==> config.mk <==
export PLATFORM = sky130hd
export DESIGN_NAME = flash_prog_ctrl
export DESIGN_NICKNAME = d
export VERILOG_FILES = /design/src/rtl/flash_pkg.sv /design/src/rtl/flash_bus_access.sv /design/src/rtl/flash_prog_ctrl.sv
export SDC_FILE = /design/constraint.sdc
export NUM_CORES = 1
export LEC_CHECK = 0
export CORE_MARGIN = 4
export CORE_UTILIZATION = 25
export DETAILED_ROUTE_END_ITERATION = 8
export PLACE_DENSITY = 0.56
export REMOVE_ABC_BUFFERS = 1
export SLEW_MARGIN = 15
export SYNTH_ARGS = -nofsm -noshare
export SYNTH_HDL_FRONTEND = slang
export SYNTH_SLANG_ARGS = --single-unit
export TNS_END_PERCENT = 1
==> constraint.sdc <==
create_clock -name clk_bus -period 8.26 [get_ports clk_bus]
set_input_delay 1.652 -clock clk_bus [delete_from_list [all_inputs] [get_ports clk_bus]]
set_output_delay 1.652 -clock clk_bus [all_outputs]
set_load 0.01 [all_outputs]
==> src/rtl/flash_pkg.sv <==
// Shared definitions for the flash program/erase controller.
// Holds the FSM state encoding, the flash command words and the status-register
// bit positions, plus a helper that classifies a status byte as failed.
// Optional feature macro: FLASH_PROG_CTRL_ERASE_EN (adds ERS_SETUP/ERS_CONF states).
package flash_pkg;

  typedef enum logic [3:0] {
    IDLE      = 4'd0,
    PRG_SETUP = 4'd1,
    PRG_DATA  = 4'd2,
`ifdef FLASH_PROG_CTRL_ERASE_EN
    ERS_SETUP = 4'd3,
    ERS_CONF  = 4'd4,
`endif
    STS_CMD   = 4'd5,
    STS_READ  = 4'd6,
    CLR_STS   = 4'd7,
    RD_ARRAY  = 4'd8,
    DONE      = 4'd9
  } state_e;

  localparam logic [15:0] CMD_PROGRAM      = 16'h0040;
  localparam logic [15:0] CMD_ERASE_SETUP  = 16'h0020;
  localparam logic [15:0] CMD_ERASE_CONF   = 16'h00D0;
  localparam logic [15:0] CMD_READ_STATUS  = 16'h0070;
  localparam logic [15:0] CMD_CLEAR_STATUS = 16'h0050;
  localparam logic [15:0] CMD_READ_ARRAY   = 16'h00FF;

  localparam int unsigned STS_READY     = 7;
  localparam int unsigned STS_ERASE_ERR = 5;
  localparam int unsigned STS_PROG_ERR  = 4;
  localparam int unsigned STS_VPP_ERR   = 3;
  localparam int unsigned STS_LOCK_ERR  = 1;

  function automatic logic sts_has_error(input logic [7:0] sts);
    return sts[STS_ERASE_ERR] | sts[STS_PROG_ERR] | sts[STS_VPP_ERR] | sts[STS_LOCK_ERR];
  endfunction

endpackage

==> src/rtl/flash_bus_access.sv <==
// Single-access engine for the downstream flash bus.
// A start pulse while idle launches one read or write; the strobe, address and
// data are held from flops until the first cycle with fl_stall low, which is the
// completing cycle (ack high, rdata valid). start is ignored while an access is
// in flight, so the caller may hold it high for the whole command state.
// Ports:
//   clk_bus, rst          clock, async active-high reset
//   start, is_write       launch request and direction
//   addr, data            access address / write data
//   ack, rdata            completion strobe and read data (combinational)
//   fl_*                  downstream flash bus
module flash_bus_access (
  input  logic        clk_bus,
  input  logic        rst,
  input  logic        start,
  input  logic        is_write,
  input  logic [23:0] addr,
  input  logic [31:0] data,
  output logic        ack,
  output logic [31:0] rdata,
  output logic [23:0] fl_address,
  output logic [31:0] fl_data_o,
  output logic        fl_read,
  output logic        fl_write,
  input  logic [31:0] fl_data_i,
  input  logic        fl_stall
);

  logic        active_q, active_d;
  logic        write_q, write_d;
  logic [23:0] addr_q, addr_d;
  logic [31:0] data_q, data_d;

  always_comb begin
    active_d = active_q;
    write_d  = write_q;
    addr_d   = addr_q;
    data_d   = data_q;
    if (!active_q && start) begin
      active_d = 1'b1;
      write_d  = is_write;
      addr_d   = addr;
      data_d   = is_write ? data : 32'h0;
    end else if (active_q && !fl_stall) begin
      active_d = 1'b0;
    end
  end

  always_ff @(posedge clk_bus or posedge rst) begin
    if (rst) begin
      active_q <= 1'b0;
      write_q  <= 1'b0;
      addr_q   <= '0;
      data_q   <= '0;
    end else begin
      active_q <= active_d;
      write_q  <= write_d;
      addr_q   <= addr_d;
      data_q   <= data_d;
    end
  end

  assign ack        = active_q && !fl_stall;
  assign rdata      = fl_data_i;
  assign fl_read    = active_q && !write_q;
  assign fl_write   = active_q && write_q;
  assign fl_address = addr_q;
  assign fl_data_o  = data_q;

endmodule

==> src/rtl/flash_prog_ctrl.sv <==
// Flash program/erase sequencer.
// Accepts a one-word program (or, when built with FLASH_PROG_CTRL_ERASE_EN, a
// block erase), issues the command sequence over the downstream bus, polls the
// status register until ready or until POLL_LIMIT reads, clears status on
// failure and always leaves the device in read-array mode.
// Ports:
//   clk_bus, rst                   clock, async active-high reset
//   cmd_program, cmd_erase         requests, sampled only in IDLE
//   cmd_addr, cmd_data             target address / program data
//   busy, done, error, status      progress and result
//   fl_address, fl_data_o, fl_data_i, fl_read, fl_write, fl_stall  downstream bus
//
// state     | meaning
// ----------+-------------------------------------------------------
// IDLE      | waiting for a request
// PRG_SETUP | write program-setup command 0x40
// PRG_DATA  | write the latched data word
// ERS_SETUP | write erase-setup command 0x20 (erase build only)
// ERS_CONF  | write erase-confirm command 0xD0 (erase build only)
// STS_CMD   | write read-status command 0x70, arm poll counter
// STS_READ  | read status until ready, device error or poll timeout
// CLR_STS   | write clear-status command 0x50 after a failure
// RD_ARRAY  | write read-array command 0xFF
// DONE      | one-cycle done pulse, result valid
module flash_prog_ctrl
  import flash_pkg::*;
#(
  parameter logic [15:0] POLL_LIMIT = 16'd4096
) (
  input  logic        clk_bus,
  input  logic        rst,
  input  logic        cmd_program,
  input  logic        cmd_erase,
  input  logic [23:0] cmd_addr,
  input  logic [15:0] cmd_data,
  output logic        busy,
  output logic        done,
  output logic        error,
  output logic [7:0]  status,
  output logic [23:0] fl_address,
  output logic [31:0] fl_data_o,
  input  logic [31:0] fl_data_i,
  output logic        fl_read,
  output logic        fl_write,
  input  logic        fl_stall
);

  state_e      state_q, state_d;
  logic [23:0] addr_q, addr_d;
  logic [15:0] data_q, data_d;
  logic [7:0]  status_q, status_d;
  logic        error_q, error_d;
  logic [15:0] poll_q, poll_d;

  logic        acc_start, acc_write, acc_ack;
  logic [31:0] acc_data, acc_rdata;
  logic [7:0]  sts_rd;
  logic        unused_rdata;

  assign sts_rd       = acc_rdata[7:0];
  assign unused_rdata = ^acc_rdata[31:8];

  always_comb begin
    state_d   = state_q;
    addr_d    = addr_q;
    data_d    = data_q;
    status_d  = status_q;
    error_d   = error_q;
    poll_d    = poll_q;
    acc_start = 1'b0;
    acc_write = 1'b1;
    acc_data  = 32'h0;
    case (state_q)
      IDLE: begin
`ifdef FLASH_PROG_CTRL_ERASE_EN
        if (cmd_erase) begin
          addr_d  = cmd_addr;
          error_d = 1'b0;
          state_d = ERS_SETUP;
        end else if (cmd_program) begin
          addr_d  = cmd_addr;
          data_d  = cmd_data;
          error_d = 1'b0;
          state_d = PRG_SETUP;
        end
`else
        if (cmd_program) begin
          addr_d  = cmd_addr;
          data_d  = cmd_data;
          error_d = 1'b0;
          state_d = PRG_SETUP;
        end else if (cmd_erase) begin
          // Erase not built: reject immediately without touching the bus.
          error_d  = 1'b1;
          status_d = 8'h00;
          state_d  = DONE;
        end
`endif
      end
      PRG_SETUP: begin
        acc_start = 1'b1;
        acc_data  = {16'h0, CMD_PROGRAM};
        if (acc_ack) state_d = PRG_DATA;
      end
      PRG_DATA: begin
        acc_start = 1'b1;
        acc_data  = {16'h0, data_q};
        if (acc_ack) state_d = STS_CMD;
      end
`ifdef FLASH_PROG_CTRL_ERASE_EN
      ERS_SETUP: begin
        acc_start = 1'b1;
        acc_data  = {16'h0, CMD_ERASE_SETUP};
        if (acc_ack) state_d = ERS_CONF;
      end
      ERS_CONF: begin
        acc_start = 1'b1;
        acc_data  = {16'h0, CMD_ERASE_CONF};
        if (acc_ack) state_d = STS_CMD;
      end
`endif
      STS_CMD: begin
        acc_start = 1'b1;
        acc_data  = {16'h0, CMD_READ_STATUS};
        poll_d    = POLL_LIMIT;
        if (acc_ack) state_d = STS_READ;
      end
      STS_READ: begin
        acc_start = 1'b1;
        acc_write = 1'b0;
        if (acc_ack) begin
          status_d = sts_rd;
          if (!sts_rd[STS_READY]) begin
            // Down-counter reaches terminal count on the POLL_LIMIT-th busy read.
            if (poll_q <= 16'd1) begin
              error_d  = 1'b1;
              status_d = 8'hFF;
              state_d  = CLR_STS;
            end else begin
              poll_d = poll_q - 16'd1;
            end
          end else if (sts_has_error(sts_rd)) begin
            error_d = 1'b1;
            state_d = CLR_STS;
          end else begin
            state_d = RD_ARRAY;
          end
        end
      end
      CLR_STS: begin
        acc_start = 1'b1;
        acc_data  = {16'h0, CMD_CLEAR_STATUS};
        if (acc_ack) state_d = RD_ARRAY;
      end
      RD_ARRAY: begin
        acc_start = 1'b1;
        acc_data  = {16'h0, CMD_READ_ARRAY};
        if (acc_ack) state_d = DONE;
      end
      DONE:    state_d = IDLE;
      default: state_d = IDLE;
    endcase
  end

  always_ff @(posedge clk_bus or posedge rst) begin
    if (rst) begin
      state_q  <= IDLE;
      addr_q   <= '0;
      data_q   <= '0;
      status_q <= 8'h00;
      error_q  <= 1'b0;
      poll_q   <= '0;
    end else begin
      state_q  <= state_d;
      addr_q   <= addr_d;
      data_q   <= data_d;
      status_q <= status_d;
      error_q  <= error_d;
      poll_q   <= poll_d;
    end
  end

  flash_bus_access u_bus (
    .clk_bus    (clk_bus),
    .rst        (rst),
    .start      (acc_start),
    .is_write   (acc_write),
    .addr       (addr_q),
    .data       (acc_data),
    .ack        (acc_ack),
    .rdata      (acc_rdata),
    .fl_address (fl_address),
    .fl_data_o  (fl_data_o),
    .fl_read    (fl_read),
    .fl_write   (fl_write),
    .fl_data_i  (fl_data_i),
    .fl_stall   (fl_stall)
  );

  assign busy   = (state_q != IDLE);
  assign done   = (state_q == DONE);
  assign error  = error_q;
  assign status = status_q;

endmodule

Yosys cells after proc, flatten, opt, wreduce, memory -nomap -nowiden
Index checks and enable logic that the tools add are counted.
{"block": "word_totals", "ff_bits": 127, "in_bits": 77, "output_inout_bits": 69, "wordCells": 88}
{"block": "classes", "add_sub_neg": 1, "order_cmp": 1, "eq_ne": 20, "n_mux": 35, "n_bitwise": 3, "reduce_logical": 18}
{"operator": "16-bit one-hot mux with 5 select lines", "n": 1}
{"operator": "16-bit two-way mux", "n": 4}
{"operator": "4-bit two-way mux", "n": 11}
{"operator": "8-bit two-way mux", "n": 5}
{"operator": "16-bit one-hot mux with 2 select lines", "n": 1}
{"operator": "4-bit one-hot mux with 7 select lines", "n": 1}
{"operator": "2-bit inequality test, second input constant", "n": 10}
{"operator": "16-bit by 1-bit <= comparator with 1-bit output, second input constant", "n": 1}
{"operator": "8-bit one-hot mux with 2 select lines", "n": 1}
{"operator": "16-bit by 1-bit subtractor with 16-bit output, second input constant", "n": 1}
{"operator": "4-bit by 3-bit == test with 1-bit output, second input constant", "n": 3}
{"operator": "1-bit two-way mux", "n": 10}
{"operator": "3-bit inequality test, second input constant", "n": 3}
{"operator": "4-bit == test, second input constant", "n": 2}
{"operator": "4-bit AND reduction", "n": 2}
{"operator": "8-bit AND reduction", "n": 1}
{"operator": "2-bit nonzero test", "n": 3}
{"operator": "6-bit OR reduction", "n": 1}
{"operator": "5-bit AND reduction", "n": 1}
{"operator": "4-bit by 1-bit == test with 1-bit output, second input constant", "n": 1}
{"operator": "4-bit by 2-bit == test with 1-bit output, second input constant", "n": 1}
{"operator": "1-bit logical AND", "n": 4}
{"operator": "4-bit zero test", "n": 1}
{"operator": "4-bit nonzero test", "n": 1}
{"operator": "4 further kinds", "n": 8}

Longest topological paths before layout
Gate-level depths: netlist of the first run.
{"block": "depth", "depth_word": 7, "ltp_mapped": 8, "depth_no_buf": 7}

By module
A second synthesis of the first run with hierarchy kept.
{"block": "hier_totals", "cells_unflattened": 553, "hier_area_um2": 6192.2}
{"module": "flash_prog_ctrl", "instances": 1, "cells_each": 325, "area_per_inst_um2": 3523.4, "seq_area_each_um2": 1726.7}
{"module": "flash_bus_access", "instances": 1, "cells_each": 228, "area_per_inst_um2": 2668.8, "seq_area_each_um2": 1451.4}

Worst setup path after synthesis of the first run
No wires, ideal clock.
{"block": "synth_timing", "kind": "input -> register", "from": "input port fl_stall", "to": "register poll_q[15]", "setup_ps": 78, "arrival_time_ps": 3224, "required_time_ps": 8182, "slack_ps": 4958, "stages": 5, "path_buffers": 0, "path_cell_list": "nand2b_1 -> o31ai_1 -> o2111ai_1 -> or4_1 -> a21oi_1"}
{"block": "synth_between", "elab_chain_len": 4}
{"element": "start: declaration", "line_no": "flash_prog_ctrl.sv:45", "text": "input logic fl_stall"}
{"element": "1-bit zero test", "line_no": "flash_bus_access.sv:63", "text": "assign ack = active_q && !fl_stall;"}
{"element": "1-bit logical AND", "line_no": "flash_bus_access.sv:63"}
{"element": "2-bit inequality test (no line)"}
{"element": "4-bit AND reduction (no line)"}
{"element": "end signal: assignment", "line_no": "flash_prog_ctrl.sv:179", "text": "poll_q <= poll_d;"}
{"element": "end: declaration", "line_no": "flash_prog_ctrl.sv:53", "text": "logic [15:0] poll_q, poll_d;"}
No other way between the ends.
A chain may end at the register's enable or synchronous reset.

Worst setup path in the final report of the first run
{"block": "layout_timing", "from": "register state_q[2]", "to": "output port busy"}
{"block": "layout_between", "elab_chain_len": 1}
{"element": "start: declaration", "line_no": "flash_prog_ctrl.sv:48", "text": "state_e state_q, state_d;"}
{"element": "start signal: assignment", "line_no": "flash_prog_ctrl.sv:174", "text": "state_q <= state_d;"}
{"element": "4-bit nonzero test", "line_no": "flash_prog_ctrl.sv:200", "text": "assign busy = (state_q != IDLE);"}
{"element": "end: declaration", "line_no": "flash_prog_ctrl.sv:36", "text": "output logic busy,"}
No other way between the ends.

==> results.ini, run 1 <==
[floorplan]
core-area_sq_mm = 0.0190
fp.dieH_um = 148
fp-row-count = 50
start_util = 0.257
die-area_sq_mm = 0.0218
dieWidth_um = 148
ios = 146

[pwr]
ir_drop_v = 0.000138
powerDensity_mw_per_mm2 = 365
power_leakage_nw = 2.65

[sta]
setup_viol = 0
hold_viol = 0
max_slew.worst_pin.slew_ps = 1130
maxSlewViolCount = 0
fin_setup_tns_ps = 0
min_period_ps = 3830
clock.fmax_ghz = 0.261
fin_crit_sh = 0.463
timing.hold.ws_ps = 494
skew_ps = 12.1
relSlewSlack = 0.247
rsz0062_at_grt = no

[drt]
finalWirelength_mm = 11.4
vias = 3448
drt_iter0_markers = 179
vias_per_cell = 4.44
ant_nets = 0
drtPass1Iterations = 4
wl_per_cell_um = 14.6
drc_errors = 0

[global_route]
grt-ovfl-total = 0
grtUsageMet2 = 0.174
antenna_found_initial = 0
grt_usage = 0.105
met1_usage = 0.127
grt_max_degree = 73
top_usage_layer = met2
grt_pass1_wl_mm = 18.5
grt_pass1_vias = 3571
met3_usage = 0.0411

[critical_path]
crit_buf_inv = 2
critPathLaunchType = flop
reg2reg_depth = 5
required_ps = 6610
cp_slowest_stage_delay_ps = 650
crit_path_cell_trace = nor4_1, inv_1, clkdlybuf4s50_1
worstSetupEndpointType = output port
crit_arrival_ps = 2180
path_class = flop to output port
slowest_stage = nor4_1
cp_max_fo = 19
cp_top_family = simple AND/OR/NAND/NOR gates
path_depth = 3

[finish]
area_growth_syn_to_layout_pct = 32.5
multi_input_area_sq_mm = 0.00191
n_fill_cell = 1893
seq_area_sq_mm = 0.00278
fin_cells = 777
nNetsFinal = 591
insertedDiodeCount = 0
final_util = 0.341
fin_area_sq_mm = 0.00647
drive_above_1_share = 0.164

[synthesis]
postSynthAreaPerCell_sq_um = 11.8
synth_edf_count = 0
netlist_area_sq_mm = 0.00488
yosysWarnings = 0
ys_ff_latch = 111
syn_inst = 415
async_flop_share = 1.00
ys.flop_type = dfrtp_1
yosys.cell_types.count = 41
yosysSeqAreaShare = 0.569

[clock_network]
htreeDepth = 3
cts_made_buffers = 9
ctsRootBufferMaster = clkbuf_16
cts.sink_count = 111
clk_pin_slew_ps = 70
cts_tree = done
clk_path_buf_depth = 2
holdBufCountCts = 0
cts_setup_buffers = 0
ctsResizeCount = 0
clkLatencyLatePin_ps = 350

[placed_design]
dpl.hpwl_mm = 7.94
gp_congestion = 0.784
io_buffers = 105
dp.cells = 761
postPlaceCellArea_sq_mm = 0.00614

[flow_run]
timing.max_cap.violations = 0

[worst_hold_path]
hold_depth = 2
worstHoldPathType = flop to flop

[run_status]
status = complete, no violations

-- worst reg2reg max path, cell delays in order (launching register included) --
cell	delay (ps)
dfrtp_1	670
and3b_1	260
or3_1	410
a21oi_4	590
buf_4	510
mux2_2	410
-- worst paths after layout --
kind | from | end | slack (ps)
worst max-delay path | state_q[2] | busy | 4430
worst min-delay path | data_q[12] | u_bus.fl_data_o[12] | 490
worst max register to register | state_q[2] | u_bus.fl_address[14] | 5300
worst min register to register | data_q[12] | u_bus.fl_data_o[12] | 490
max in group asynchronous | rst | u_bus.fl_data_o[0] | 5210
min in group asynchronous | rst | u_bus.fl_address[2] | 1690
-- layer usage --
metal | share of wire | wire [um] | up-vias
li1 | - | - | 1642
met1 | 0.42 | 4800 | 1699
met2 | 0.49 | 5510 | 94
met3 | 0.080 | 907 | 13
met4 | 0.012 | 136 | 0
met5 | 0 | 0 | -
-- cell type report --
cell class,count,area share
Inverter,16,0.00967
Sequential cell,111,0.430
Timing Repair Buffer,107,0.165
Clock inverter,4,0.0118
Clock buffer,12,0.0381
Multi-Input combinational cell,267,0.296
Tap cell,260,0.0503
-- sequential cells by signal (all words and copies together) (netlist names) --
signal	cells
addr_q	24
data_q	16
error	1
poll_q	16
state_q	4
status	8
u_bus.active_q	1
u_bus.fl_address	24
u_bus.fl_data_o	16
u_bus.write_q	1
-- Yosys cell counts (2+ instances only) --
library cell / instances / area share
a21o_1: 3 / 0.0046
a21oi_1: 29 / 0.030
a221o_1: 2 / 0.0041
a31oi_1: 2 / 0.0026
and2_1: 3 / 0.0038
and3b_1: 2 / 0.0036
buf_1: 7 / 0.0054
buf_2: 4 / 0.0041
buf_4: 16 / 0.025
clkbuf_1: 9 / 0.0069
dfrtp_1: 111 / 0.57
ha_1: 2 / 0.0051
inv_1: 16 / 0.012
mux2_2: 64 / 0.15
nand2_1: 11 / 0.0085
nand2b_1: 3 / 0.0038
nand3_1: 12 / 0.012
nand3b_1: 2 / 0.0031
nand4bb_1: 2 / 0.0046
nor2_1: 27 / 0.021
nor2b_1: 5 / 0.0064
nor3_1: 8 / 0.0082
nor4_1: 2 / 0.0026
o2111ai_1: 3 / 0.0054
o211ai_1: 2 / 0.0031
o21a_1: 2 / 0.0031
o21ai_0: 20 / 0.021
o22ai_1: 3 / 0.0038
o2bb2ai_1: 7 / 0.013
o31ai_1: 6 / 0.0092
or3_1: 12 / 0.015
or4_1: 7 / 0.011
xor2_1: 3 / 0.0054
-- power breakdown --
group	leakage, nW	internal (mW)	switching, mW
combinational	1.13	0.523	0.421
sequential	1.37	0.783	0.158
clock	0.153	0.276	0.198
-- cells by family after synthesis --
logic type	Yosys count	synth area share
simple gates	98	0.109
compound gates	83	0.107
mux	65	0.150
flops	111	0.569
xor+xnor	3	0.00539
other cells	1	0.000768
buf+inv	52	0.0533
fa+ha+maj	2	0.00513
-- cells in the final DEF, fill, tap and decap left out, types with 3 or more instances in the layout --
| master | instances |
|---|---|
| nor3_1 | 8 |
| clkbuf_16 | 9 |
| nand2b_1 | 3 |
| clkdlybuf4s50_1 | 105 |
| o22ai_1 | 3 |
| inv_1 | 15 |
| conb_1 | 16 |
| mux2_2 | 64 |
| o2bb2ai_1 | 7 |
| or4_1 | 7 |
| or3_1 | 12 |
| a21o_1 | 3 |
| o2111ai_1 | 3 |
| a21oi_1 | 28 |
| o31ai_1 | 6 |
| nand2_1 | 10 |
| nor2_1 | 27 |
| dfrtp_1 | 111 |
| xor2_1 | 3 |
| nand3_1 | 12 |
| o21ai_0 | 20 |
| nor2b_1 | 5 |
| and2_1 | 3 |
-- stage by stage --
| step | power [mW] | setup WS, ps |
|---|---|---|
| floorplan | 1.49 | 3680 |
| global placement | 1.87 | 4150 |
| detailed placement | 1.91 | 4110 |
| CTS | 2.40 | 4410 |
| global route | 2.53 | 4200 |
| finish | 2.36 | 4430 |
Note: power is estimated with default switching activity, not from simulation.
==> run 2: changes to the inputs <==
Clock period 8.26 ns to 3.8 ns, I/O delays scaled along.
==> run 2 against run 1 <==
  * Clock skew fell by 2.6 ps
  * Combinational power rose by 120%
  * Design area rose by 0.23%
  * Critical path type unchanged
  * Largest cell class unchanged
==> results.ini, run 2 (same netlist as run 1, synthesis figures left out) <==
[floorplan]
fp-row-count = 50  ; unchanged
fp.dieH_um = 148  ; unchanged
start_util = 0.257  ; unchanged
ios = 146  ; unchanged
core-area_sq_mm = 0.0190  ; unchanged
dieWidth_um = 148  ; unchanged
die-area_sq_mm = 0.0218  ; unchanged

[drt]
vias = 3453  ; +0.15%
finalWirelength_mm = 11.5  ; +0.80%
drt_iter0_markers = 157  ; -12%
vias_per_cell = 4.43  ; -0.24%
drtPass1Iterations = 4  ; unchanged
ant_nets = 0  ; unchanged
wl_per_cell_um = 14.7  ; +0.41%
drc_errors = 0  ; unchanged

[clock_network]
cts.sink_count = 111  ; unchanged
ctsRootBufferMaster = clkbuf_16
ctsResizeCount = 0  ; unchanged
clkLatencyLatePin_ps = 350  ; about the same
cts_tree = done
holdBufCountCts = 0  ; unchanged
cts_made_buffers = 9  ; unchanged
clk_path_buf_depth = 2  ; unchanged
cts_setup_buffers = 0  ; unchanged
clk_pin_slew_ps = 80  ; about the same
htreeDepth = 3  ; unchanged

[finish]
area_growth_syn_to_layout_pct = 32.8
layout_commonest_cell = dfrtp_1
fin_cells = 780  ; +0.39%
fin_area_sq_mm = 0.00648  ; +0.23%
nNetsFinal = 595  ; +0.68%
layout_common_cells = dfrtp_1 (111), clkdlybuf4s50_1 (105), mux2_2 (64)
drive_above_1_share = 0.173  ; +0.00867
insertedDiodeCount = 0  ; unchanged

[global_route]
grt_max_degree = 75  ; +2.7%
grt_usage = 0.107  ; +0.00271
antenna_found_initial = 0  ; unchanged
grt_pass1_wl_mm = 18.9  ; +2.3%
grt-ovfl-total = 0  ; unchanged
grt_pass1_vias = 3605  ; +0.95%

[sta]
max_slew.worst_pin.slew_ps = 751  ; -374 ps
min_period_ps = 2930
rsz0062_at_grt = no
relSlewSlack = 0.496  ; +0.248
timing.hold.ws_ps = 491  ; -3.19 ps
fin_crit_sh = 0.771
fin_setup_tns_ps = 0  ; unchanged
hold_viol = 0  ; unchanged
maxSlewViolCount = 0  ; unchanged
worst_slack_ps = 872  ; -3560 ps
skew_ps = 9.53  ; -2.56 ps
setup_viol = 0  ; unchanged
clock.fmax_ghz = 0.342

[placed_design]
dpl.hpwl_mm = 8.07  ; +1.5%
dp.cells = 765  ; +0.53%
postPlaceCellArea_sq_mm = 0.00620  ; +0.90%
gp_congestion = 0.759  ; -3.1%
dp_slack_ps = 856  ; -3250 ps
io_buffers = 105  ; unchanged

[pwr]
powerDensity_mw_per_mm2 = 781  ; +110%
power_leakage_nw = 2.66  ; +0.45%
ir_drop_v = 0.000341  ; +150%

[worst_hold_path]
worstHoldPathType = flop to flop
hold_depth = 1  ; -1

[critical_path]
crit_arrival_ps = 2170  ; about the same
cp_max_fo = 15  ; -4
startpoint = state_q[3]
critPathLaunchType = flop
endpoint = done
path_class = flop to output port
worstSetupEndpointType = output port
timing.rr.start = poll_q[10]
r2r_setup_slack_ps = 1090  ; -4210 ps
reg2reg_depth = 5  ; unchanged
r2r_end = status[1]
required_ps = 3040  ; -3570 ps

[run_status]
status = complete, no violations

[flow_run]
timing.max_cap.violations = 0  ; unchanged

run 2: cell types whose count changed in the layout (fill, tap and decap cells not counted):
cell	delta
clkinv_2	+1
buf_12	+2
clkbuf_1	-2
bufinv_16	-2
clkbuf_8	+1
clkinv_4	+1
buf_4	+2
run 2: worst min path at each step:
stage / end / slack (ps) / start
floorplan: u_bus.fl_data_o[10] / 460 / data_q[10]
global placement: u_bus.fl_data_o[11] / 480 / data_q[11]
detailed placement: status[0] / 480 / status[0]
CTS: status[3] / 500 / status[3]
global route: status[3] / 510 / status[3]
finish: status[7] / 490 / status[7]
run 2: metal layers:
layer | global-route usage | up-vias | wire length [um]
met1 | 0.132 | 1704 | 4940
met5 | 0 | - | 0
li1 | - | 1641 | -
met3 | 0.0374 | 11 | 824
met2 | 0.179 | 97 | 5560
met4 | 0.0322 | 0 | 125
run 2: layout make-up:
cell class	count	area (sq um)
sequential	111	2780
clock inverter	4	30.0
multi-input combinational	267	1910
timing repair buffer	111	1120
clock buffer	11	253
tap	260	325
inverter	16	62.6
fill	1890	12500
run 2: worst max-delay path, stage by stage, from the launching register on:
cell             delay [ps]
dfrtp_1                 590
nor2b_1                 440
and3b_1                 240
clkdlybuf4s50_1         540
run 2: per-stage QoR:
| stage | power [mW] | util |
|---|---|---|
| finish | 5.06 | 0.342 |
| global route | 5.44 | 0.342 |
| CTS | 5.16 | 0.342 |
| detailed placement | 4.20 | 0.327 |
| global placement | 4.11 | 0.327 |
| floorplan | 3.25 | - |
run 2: power by group:
group          internal, mW  switching [mW]  leakage, nW
clock network         0.480           0.441        0.138
logic                  1.17           0.926         1.15
registers              1.70           0.347         1.37
total                  3.35            1.71         2.66
==> run 3: changes to the inputs <==
Settings changed: PLACE_DENSITY 0.56 to 0.58.
Clock period 3.8 ns to 2.5 ns, I/O delays scaled along.
==> run 3 against run 2 <==
  * Routed wire length is 2.2% higher
  * Worst setup slack worse by 810 ps
  * Die area stayed put
  * Worst hold slack worse by 0.98 ps
  * Cell count is 3.2% higher
  * Clock power is 54% higher
  * Clock skew is 2.9 ps lower
  * Sequential share of layout area is 1.5 points lower
  * Design area is 3.6% higher
  * Combinational power is 63% higher
  * Critical path type is now flop to flop
  * Largest power group unchanged
==> results.ini, run 3 (same netlist as run 1, synthesis figures left out) <==
[run_status]
status = complete, no violations

[finish]
drive_above_1_share = 0.218  ; +0.0453
nNetsFinal = 619  ; +4.0%
insertedDiodeCount = 0  ; unchanged
layout_commonest_cell = dfrtp_1
area_growth_syn_to_layout_pct = 37.6
fin_area_sq_mm = 0.00671  ; +3.6%
n_fill_cell = 1860  ; -1.6%
layout_common_cells = dfrtp_1 (110), clkdlybuf4s50_1 (105), mux2_2 (64)
multi_input_area_sq_mm = 0.00193  ; +0.79%
fin_cells = 805  ; +3.2%
seq_area_sq_mm = 0.00278  ; about the same

[placed_design]
postPlaceCellArea_sq_mm = 0.00640  ; +3.3%
gp_congestion = 0.778  ; +2.4%
dpl.hpwl_mm = 8.29  ; +2.8%
io_buffers = 105  ; unchanged
dp.cells = 789  ; +3.1%

[global_route]
grt_max_degree = 48  ; -36%
grt_pass1_wl_mm = 19.3  ; +2.4%
grt-ovfl-total = 0  ; unchanged
grt_usage = 0.109  ; +0.00169
antenna_found_initial = 1  ; +1
grt_pass1_vias = 3790  ; +5.1%

[floorplan]
fp.dieH_um = 148  ; unchanged
dieWidth_um = 148  ; unchanged
core-area_sq_mm = 0.0190  ; unchanged
fp-row-count = 50  ; unchanged
ios = 146  ; unchanged
start_util = 0.257  ; unchanged
die-area_sq_mm = 0.0218  ; unchanged

[pwr]
switching_share = 0.337  ; -0.00189
power_leakage_nw = 2.79  ; +4.9%
p_seq_frac = 0.391  ; -0.014
internal-power_mw = 5.25  ; +57%
pwr-share-clk = 0.179  ; -0.003
switchingPower_mw = 2.66  ; +55%
powerDensity_mw_per_mm2 = 1180  ; +51%
pwr-share-comb = 0.430  ; +0.017
ir_drop_v = 0.000482  ; +42%

[clock_network]
cts_made_buffers = 9  ; unchanged
cts.sink_count = 111  ; unchanged
clk_pin_slew_ps = 70  ; about the same
cts_setup_buffers = 0  ; unchanged
ctsRootBufferMaster = clkbuf_16
holdBufCountCts = 0  ; unchanged
clkLatencyLatePin_ps = 350  ; about the same
clk_path_buf_depth = 2  ; unchanged
cts_tree = done
htreeDepth = 3  ; unchanged

[drt]
vias_per_cell = 4.45  ; +0.60%
wl_per_cell_um = 14.5  ; -0.99%
drc_errors = 0  ; unchanged
drtPass1Iterations = 4  ; unchanged
vias = 3585  ; +3.8%
ant_nets = 0  ; unchanged
drt_iter0_markers = 190  ; +21%
finalWirelength_mm = 11.7  ; +2.2%

[sta]
max_slew.worst_pin.slew_ps = 546  ; -205 ps
maxSlewViolCount = 0  ; unchanged
setup_viol = 0  ; unchanged
relSlewSlack = 0.636  ; +0.141
hold_viol = 0  ; unchanged
min_period_ps = 2430
clock.fmax_ghz = 0.411
skew_ps = 6.63  ; -2.90 ps
fin_crit_sh = 0.974

[worst_hold_path]
worstHoldPathType = flop to flop

[critical_path]
critPathLaunchType = flop
crit_arrival_ps = 2670  ; +500 ps
required_ps = 2730  ; -310 ps
cp_max_fo = 4  ; -11
worstSetupEndpointType = flop
path_class = flop to flop

[flow_run]
timing.max_cap.violations = 0  ; unchanged

run 3: cell count changes in the layout (fill, tap and decap cells not counted), sizes merged:
cell	delta
buf	+24
clkinv	+1
run 3: cell type report:
cell class | instances | area share
Clock inverter | 5 | 0.00615
Timing Repair Buffer | 135 | 0.198
Multi-Input combinational cell | 267 | 0.287
Inverter | 16 | 0.00932
Clock buffer | 11 | 0.0376
Sequential cell | 111 | 0.414
Tap cell | 260 | 0.0485
run 3: power by group through the flow:
stage	logic, mW	clock network [mW]	registers, mW
2_1_floorplan	1.77	0	3.17
6_report	3.40	1.42	3.09
3_3_place_gp	3.36	0	3.05
4_1_cts	3.45	1.49	3.09
5_1_grt	3.73	1.56	3.20
3_5_place_dp	3.44	0	3.11
run 3: final timing paths:
check                           slack, ps       start                   end  cells after the start
worst max-delay path                   70  poll_q[10]            state_q[1]                      5
max in group asynchronous            1330         rst  u_bus.fl_address[18]                      3
worst min-delay path                  490   status[5]             status[5]                      1
worst min register to register        490   status[5]             status[5]                      1
min in group asynchronous             550         rst            addr_q[22]                      2
worst max register to register         70  poll_q[10]            state_q[1]                      5
run 3: stage by stage:
| step | hold slack [ps] | power [mW] | TNS [ps] | util | setup WS (ps) |
|---|---|---|---|---|---|
| after floorplan | 463 | 4.94 | -161150 | - | -1490 |
| after global placement | 472 | 6.41 | 0 | 0.338 | 24.2 |
| after detailed placement | 473 | 6.55 | -0.364 | 0.338 | -0.364 |
| after CTS | 496 | 8.03 | 0 | 0.353 | 45.9 |
| after global routing | 516 | 8.50 | -4.53 | 0.354 | -4.53 |
| final | 490 | 7.91 | 0 | 0.354 | 65.3 |
run 3: layer usage:
layer / up-vias / global-route usage / routed length, um
met5: - / 0 / 12
met4: 2 / 0.0368 / 180
met3: 13 / 0.0423 / 1010
met2: 115 / 0.179 / 5700
met1: 1763 / 0.131 / 4810
li1: 1692 / - / -
run 3: what timing repair did:
item	in CTS	in global routing
gates resized for setup	0	4
hold endpoints to repair	0	0
setup endpoints to repair	0	8
run 3: worst max-delay path: stages, from the launching register on:
cell and delay [ps]:
dfrtp_1 410, or4_1 570, or4_1 540, o21ba_4 240, a21bo_1 220, a221o_1 350
